$ cat src/rtl/field_mux_pkg.sv
// Shared definitions for the field multiplexer: FSM state encoding and
// the width helpers used to size the field index.
package field_mux_pkg;

    // Controller states: nothing held, one indexed result held, or a
    // held word being stepped through field by field.
    typedef enum logic [1:0] {
        ST_IDLE = 2'd0,
        ST_ONE  = 2'd1,
        ST_SCAN = 2'd2
    } state_t;

    // Ceiling log2, usable in constant expressions.
    function automatic int clog2(input int n);
        int r;
        int v;
        r = 0;
        v = 1;
        while (v < n) begin
            v = v * 2;
            r = r + 1;
        end
        return r;
    endfunction

    // Index width for n fields; a single-field word still needs one bit.
    function automatic int sel_width(input int n);
        return (clog2(n) < 1) ? 1 : clog2(n);
    endfunction

endpackage

$ cat src/rtl/field_select.sv
// Combinational field extractor: returns data[idx*FIELD_W +: FIELD_W],
// or zero with oob set when idx does not name a field of the word.
module field_select
    import field_mux_pkg::*;
#(
    parameter int   DATA_W  = 16,
    parameter int   FIELD_W = 1,
    localparam int  NUM_F   = DATA_W / FIELD_W,
    localparam int  SEL_W   = sel_width(NUM_F)
) (
    input  logic [DATA_W-1:0]  data,
    input  logic [SEL_W-1:0]   idx,
    output logic [FIELD_W-1:0] field,
    output logic               oob
);

    logic [FIELD_W-1:0] fields [NUM_F];

    // Slice the word into its fields once so the mux below is a plain select.
    for (genvar gi = 0; gi < NUM_F; gi++) begin : g_slice
        assign fields[gi] = data[gi*FIELD_W +: FIELD_W];
    end

    // Index decode; the one-bit-wider compare keeps the range test
    // meaningful when NUM_F is an exact power of two.
    always_comb begin
        field = '0;
        oob   = ({1'b0, idx} >= (SEL_W + 1)'(NUM_F));
        for (int f = 0; f < NUM_F; f++) begin
            if (idx == SEL_W'(f)) begin
                field = fields[f];
            end
        end
    end

endmodule

$ cat src/rtl/field_mux_scan.sv
// Registered field multiplexer with valid/ready on both sides. Extracts one
// FIELD_W-bit field from a DATA_W-bit word, either by index (one result per
// word) or by scanning every field of the word in ascending order.
// Optional feature: define FIELD_MUX_PARITY_EN to add out_par, the XOR of
// out_field, registered and held together with it.
module field_mux_scan
    import field_mux_pkg::*;
#(
    parameter int   DATA_W  = 16,
    parameter int   FIELD_W = 1,
    localparam int  NUM_F   = DATA_W / FIELD_W,
    localparam int  SEL_W   = sel_width(NUM_F)
) (
    input  logic               clk,
    input  logic               rst,
    input  logic               in_valid,
    output logic               in_ready,
    input  logic [DATA_W-1:0]  in_data,
    input  logic [SEL_W-1:0]   in_sel,
    input  logic               in_scan,
    output logic               out_valid,
    input  logic               out_ready,
    output logic [FIELD_W-1:0] out_field,
    output logic [SEL_W-1:0]   out_index,
    output logic               out_last,
`ifdef FIELD_MUX_PARITY_EN
    output logic               out_par,
`endif
    output logic               out_err
);

    state_t             state_reg;
    state_t             state_next;
    logic [DATA_W-1:0]  word_reg;
    logic [DATA_W-1:0]  word_next;
    logic [SEL_W-1:0]   index_reg;
    logic [SEL_W-1:0]   index_next;
    logic [FIELD_W-1:0] field_reg;
    logic               valid_reg;
    logic               valid_next;
    logic               last_reg;
    logic               last_next;
    logic               err_reg;
    logic               err_next;
`ifdef FIELD_MUX_PARITY_EN
    logic               par_reg;
`endif

    logic               accept;
    logic               out_hs;
    logic [FIELD_W-1:0] sel_field;
    logic               sel_oob;

    assign accept = in_valid && in_ready;
    assign out_hs = valid_reg && out_ready;

    // A new word may enter only when the result currently shown is being
    // retired this cycle (or nothing is shown at all).
    always_comb begin
        case (state_reg)
            ST_IDLE: in_ready = 1'b1;
            ST_ONE:  in_ready = out_ready;
            ST_SCAN: in_ready = out_ready && last_reg;
            default: in_ready = 1'b0;
        endcase
    end

    // Next word/index/state. Without an accept or an output handshake
    // everything holds, which is what keeps the outputs stable under
    // backpressure.
    always_comb begin
        state_next = state_reg;
        word_next  = word_reg;
        index_next = index_reg;
        if (accept) begin
            word_next = in_data;
            if (in_scan) begin
                state_next = ST_SCAN;
                index_next = '0;
            end else begin
                state_next = ST_ONE;
                index_next = in_sel;
            end
        end else if (out_hs) begin
            if (state_reg == ST_SCAN && !last_reg) begin
                index_next = index_reg + SEL_W'(1);
            end else begin
                state_next = ST_IDLE;
            end
        end
        if (state_reg != ST_IDLE && state_reg != ST_ONE && state_reg != ST_SCAN) begin
            state_next = ST_IDLE;
        end
    end

    // The selector looks at the word and index that will be held after
    // this edge, so the field can be registered alongside them.
    field_select #(
        .DATA_W  (DATA_W),
        .FIELD_W (FIELD_W)
    ) u_select (
        .data  (word_next),
        .idx   (index_next),
        .field (sel_field),
        .oob   (sel_oob)
    );

    // Output flags derived from where the FSM is heading; error only
    // applies to an indexed result, a scan never runs out of range.
    always_comb begin
        valid_next = (state_next != ST_IDLE);
        last_next  = (state_next == ST_ONE) ||
                     (state_next == ST_SCAN && index_next == SEL_W'(NUM_F - 1));
        err_next   = (state_next == ST_ONE) && sel_oob;
    end

    // State and registered outputs; reset discards any transaction in flight.
    always_ff @(posedge clk) begin
        if (rst) begin
            state_reg <= ST_IDLE;
            word_reg  <= '0;
            index_reg <= '0;
            field_reg <= '0;
            valid_reg <= 1'b0;
            last_reg  <= 1'b0;
            err_reg   <= 1'b0;
`ifdef FIELD_MUX_PARITY_EN
            par_reg   <= 1'b0;
`endif
        end else begin
            state_reg <= state_next;
            word_reg  <= word_next;
            index_reg <= index_next;
            field_reg <= sel_field;
            valid_reg <= valid_next;
            last_reg  <= last_next;
            err_reg   <= err_next;
`ifdef FIELD_MUX_PARITY_EN
            par_reg   <= ^sel_field;
`endif
        end
    end

    assign out_valid = valid_reg;
    assign out_field = field_reg;
    assign out_index = index_reg;
    assign out_last  = last_reg;
    assign out_err   = err_reg;
`ifdef FIELD_MUX_PARITY_EN
    assign out_par   = par_reg;
`endif

endmodule
$ cat config.mk
export PLATFORM = sky130hd
export DESIGN_NAME = field_mux_scan
export DESIGN_NICKNAME = d
export VERILOG_FILES = /design/src/rtl/field_mux_pkg.sv /design/src/rtl/field_select.sv /design/src/rtl/field_mux_scan.sv
export SDC_FILE = /design/constraint.sdc
export NUM_CORES = 1
export LEC_CHECK = 0
export CORE_UTILIZATION = 53
export CTS_BUF_LIST = sky130_fd_sc_hd__clkbuf_16
export CTS_CLUSTER_SIZE = 14
export DETAILED_ROUTE_END_ITERATION = 8
export PLACE_DENSITY = 0.86
export SLEW_MARGIN = 20
export SYNTH_ARGS = -nofsm -noshare
export SYNTH_HDL_FRONTEND = slang
export SYNTH_SLANG_ARGS = --single-unit
$ cat constraint.sdc
create_clock -name clk -period 4.6 [get_ports clk]
set_input_delay 0.92 -clock clk [delete_from_list [all_inputs] [get_ports clk]]
set_output_delay 0.92 -clock clk [all_outputs]
set_load 0.02 [all_outputs]
### Word level (Yosys, flattened, before mapping)

Cells that the tools add are included.
Widths: inputs -> output; s select.

* register bits: 25

* add/subtract/negate cells: 1
* equal/unequal tests: 21
* muxes and demuxes: 27
* reduce and logical (&&, ||, !) cells: 13

Operator list (count)
* $eq 4x4->1 const B: 8
* $eq 4x3->1 const B: 4
* $mux 1: 16
* $mux 16: 1
* $mux 4: 4
* $mux 2: 5
* $eq 4x2->1 const B: 2
* $logic_and 1x1->1: 7
* $add 4x1->4 const B: 1
* $eq 2x1->1 const B: 2
* $eq 2x2->1 const B: 2
* $eq 4x1->1 const B: 1
* $logic_not 4->1: 1
* $reduce_bool 2->1: 2
* $pmux 1 s3: 1
* $logic_not 2->1: 1
* $ne 2x1->1 const B: 1
* $ne 2x2->1 const B: 1
* $logic_not 1->1: 1
* $logic_or 1x1->1: 1

### Longest topological paths before layout

* depth after elaboration: 22
* mapped depth: 8
* gate-level depth less buffers: 8

### By module

Synthesis repeated with hierarchy kept, for this count alone.

* cells, all modules: 131
* area total of the unflattened synthesis: 1411.4 um^2

Modules (own cells, without submodules)
* field_mux_scan: instances 1, cells each 113, area each 1229.9 um^2
* field_select: instances 1, cells each 18, area each 181.4 um^2

### Worst setup path before layout

OpenSTA, ideal clock, no wires.

* path kind: input to register
* from: input out_ready
* to: register field_reg (netlist: out_field)
* data arrival time: 2308 ps
* required time: 4512 ps
* slack: 2204 ps
* stages: 7
* buffers on the path: 0
* cells stage by stage: nand4b_2 or4_4 a31oi_4 nand2_2 a211oi_1 a31oi_1 a311oi_2

* longest elaborated chain between the ends: 21

RTL lines
* start, declared: line field_mux_scan.sv:22 `input logic out_ready,`
* $logic_and 1x1->1: line field_mux_scan.sv:63 `ST_SCAN: in_ready = out_ready && last_reg;`
* $pmux 1 s3: line field_mux_scan.sv:60 `case (state_reg)`
* $logic_and 1x1->1: line field_mux_scan.sv:54 `assign accept = in_valid && in_ready;`
* $mux 4: line field_mux_scan.sv:75 `if (accept) begin`
* $logic_not 4->1: line field_select.sv:30 `if (idx == SEL_W'(f)) begin`
* $mux 1 (15 in a row): line field_select.sv:30
* $mux 1 (*): line field_select.sv:30
* end signal, assigned: line field_mux_scan.sv:134 `field_reg <= sel_field;`
* end, declared: line field_mux_scan.sv:38 `logic [FIELD_W-1:0] field_reg;`

Mark *: on every way between the ends. The rest lies on a longest branch, timed or not.
A chain may end at the register's enable or synchronous reset.

### Worst setup path after layout

Same ends and word-level chain as after synthesis.

==> metrics.cfg <==
[clock_network]
cts_hold_buf = 0
postCtsSetupBuffers = 0
clock_latency_ns = 0.25
cts_buffer_depth = 2
numClockSinks = 25
cts-resized-gates = 0
clkTransAtPathRegs_ns = 0.06
cts_tree = yes
root_buffer = clkbuf_16
numCtsBuffers = 3
htree_levels = 1

[grt]
antenna_found_initial = 0
grt_usage = 0.2728
grt_pass1_vias = 1336
grt_pass1_wl_um = 5885
grt_overflow = 0
grt_max_degree = 33

[worst_setup_path]
cp-end-kind = flip-flop
start_kind = input pin
cp_max_fo = 32
crit_type = input pin to flip-flop
crit_arrival_ns = 3.50
cp_data_required_time_ns = 4.76

[floorplan]
die_w_um = 54.40
die_area_mm2 = 0.002959
fp-row-count = 18
die_y_um = 54.40
start_util = 0.5718
core_mm2 = 0.002545
ios = 34

[routing]
vias = 1475
avgRoutedWirePerCell_um = 15.62
viasPerCell = 6.224
wl_um = 3702
ant_nets = 0
drcViolationCount = 0
first_pass_iters = 6
drt_iter0_markers = 56

[worst_hold_path]
holdCritPathClass = flip-flop to flip-flop

[pwr]
comb_power_share = 0.248
power.density_mw_per_mm2 = 311.8
ir_worst_vdd_v = 0.0002245
clkPwrFrac = 0.326
power_uw = 576.2
p_int_uw = 414.3
p_switching_uw = 161.9
power_leakage_nw = 0.6883
pwr-share-seq = 0.427
switching_share = 0.2809

[timing]
finalWorstSetupSlack_ns = 1.256
whs_ns = 0.4621
worst_pin_slew_ns = 0.8638
fin_setup_tns_ns = 0
slew_headroom = 0.4223
finalMaxSlewViolations = 0
skew_ns = 0.003218
fmax_mhz = 299.1
fin_crit_ns = 3.344
hold_viol = 0
finalSetupViolations = 0
rsz0062_at_grt = false
fin_crit_sh = 0.7269

[synth]
synth_top_area_share = 0.3439
ys_warn_count = 0
synth.cell_area_mm2 = 0.001455
synth_seq_cells = 25
yosys.area.top_type = dfxtp_1
seq_area_frac_synth = 0.3439
yosysUniqueCellTypes = 50
syn-instance-count = 180
synthArstFlopShare = 0
synthTopCellsByArea = dfxtp_1 34%, nand2_1 8.8%, a21oi_1 6.2%
synth_nets = 206
synth-edff-count = 0
synth_area_per_cell_um2 = 8.084
yosys_most_used_dff = dfxtp_1

[placed_design]
dp_slack_ns = 1.054
gp_congestion = 0.9375
io_buffers = 32
dp_hpwl_um = 2723

[run_status]
status = completed

[cells_and_area]
antenna_cells = 0
largest_register_ffs = 16
layout-drive-gt1-share = 0.09179
nNetsFinal = 234
syn_to_final_growth_pct = 27.00

[run]
drv_cap = 0

[cells by family (layout without fill, tap and decap cells)]
family	after synthesis	count (layout)	share of synthesized area
AND/OR/NAND/NOR	78	78	0.2743
AO/OA/AOI/OAI	57	57	0.2881
flip-flops	25	25	0.3439
buffers and inverters	12	39	0.04042
multiplexers	6	6	0.04213
adder cells (fa/ha/maj)	1	1	0.008597
other	1	1	0.002577
[power groups by stage]
stage          clock network (mW)  registers, mW  logic (mW)
4_1_cts                     0.190          0.246       0.141
3_3_place_gp                    0          0.249       0.136
2_1_floorplan                   0          0.253      0.0838
5_1_grt                     0.201          0.247       0.156
6_report                    0.188          0.246       0.143
3_5_place_dp                    0          0.250       0.139
[placed cells by master (no fill, tap or decap), types with 4 or more instances in the layout]
cell type | Yosys | layout
a211oi_1 | 5 | 5
mux2i_1 | 5 | 5
nor2b_1 | 5 | 5
a31oi_1 | 4 | 4
nand2_1 | 34 | 34
a21oi_1 | 18 | 18
nand3_1 | 5 | 5
dfxtp_1 | 25 | 25
clkdlybuf4s50_1 | 0 | 32
nor2_1 | 10 | 10
[synthesized netlist by cell type, types with 2 or more instances]
cell and n:
nor3b_1 3, o221ai_1 2, a211oi_1 5, buf_1 2, a311oi_1 2, and2_1 2
o21bai_1 2, nand2_2 2, o21ai_1 2, a31oi_1 4, dfxtp_1 25, and3_1 3
nor3_1 2, nand2_1 34, o21ai_0 3, or2_1 2, nand2b_1 2, or3_1 2
buf_2 2, clkbuf_1 3, a21oi_1 18, o2111ai_1 2, mux2i_1 5, o31ai_1 2
inv_1 2, nor2_1 10, nand3_1 5, a31oi_4 2, nor2b_1 5, a31o_2 3
buf_4 3
[cell type report]
cell class	instances	area, µm²
timing repair buffer	33	327.8
sequential	25	500.5
clock buffer	3	75.07
tap	30	37.54
fill	202	696.9
multi-input combinational	143	895.9
clock inverter	1	3.754
inverter	2	7.507
[final timing paths]
check                                   from          end  slack, ns  cells after the start
worst min register to register   word_reg[5]  word_reg[5]       0.46                      2
worst max-delay path               out_ready    out_field       1.26                      8
worst min-delay path             word_reg[5]  word_reg[5]       0.46                      2
worst max register to register  state_reg[0]    out_field       1.87                      7
[worst max-delay path, cell delays in order]
cell and delay, ns:
clkdlybuf4s50_1 0.50, nand2b_1 0.25, a31o_2 0.65, nor2_1 0.20
or2_1 0.34, o221ai_1 0.24, nand3_1 0.12, a311oi_2 0.27
[through the flow]
| stage | utilization | cells | area [µm²] |
|---|---|---|---|
| floorplan | - | 180 | 1455 |
| detailed placement | 0.6952 | 233 | 1769 |
| finish | 0.7262 | 237 | 1848 |
| global route | 0.7262 | 237 | 1848 |
| global placement | 0.6952 | 233 | 1769 |
| CTS | 0.7262 | 237 | 1848 |
[layer usage]
layer  global-route usage  routed length, µm
met5                    0                  0
met4              0.09829                106
met3              0.03611                279
met2               0.5000               1827
met1               0.3188               1488
No activity file was read; power rests on OpenSTA's default activity.
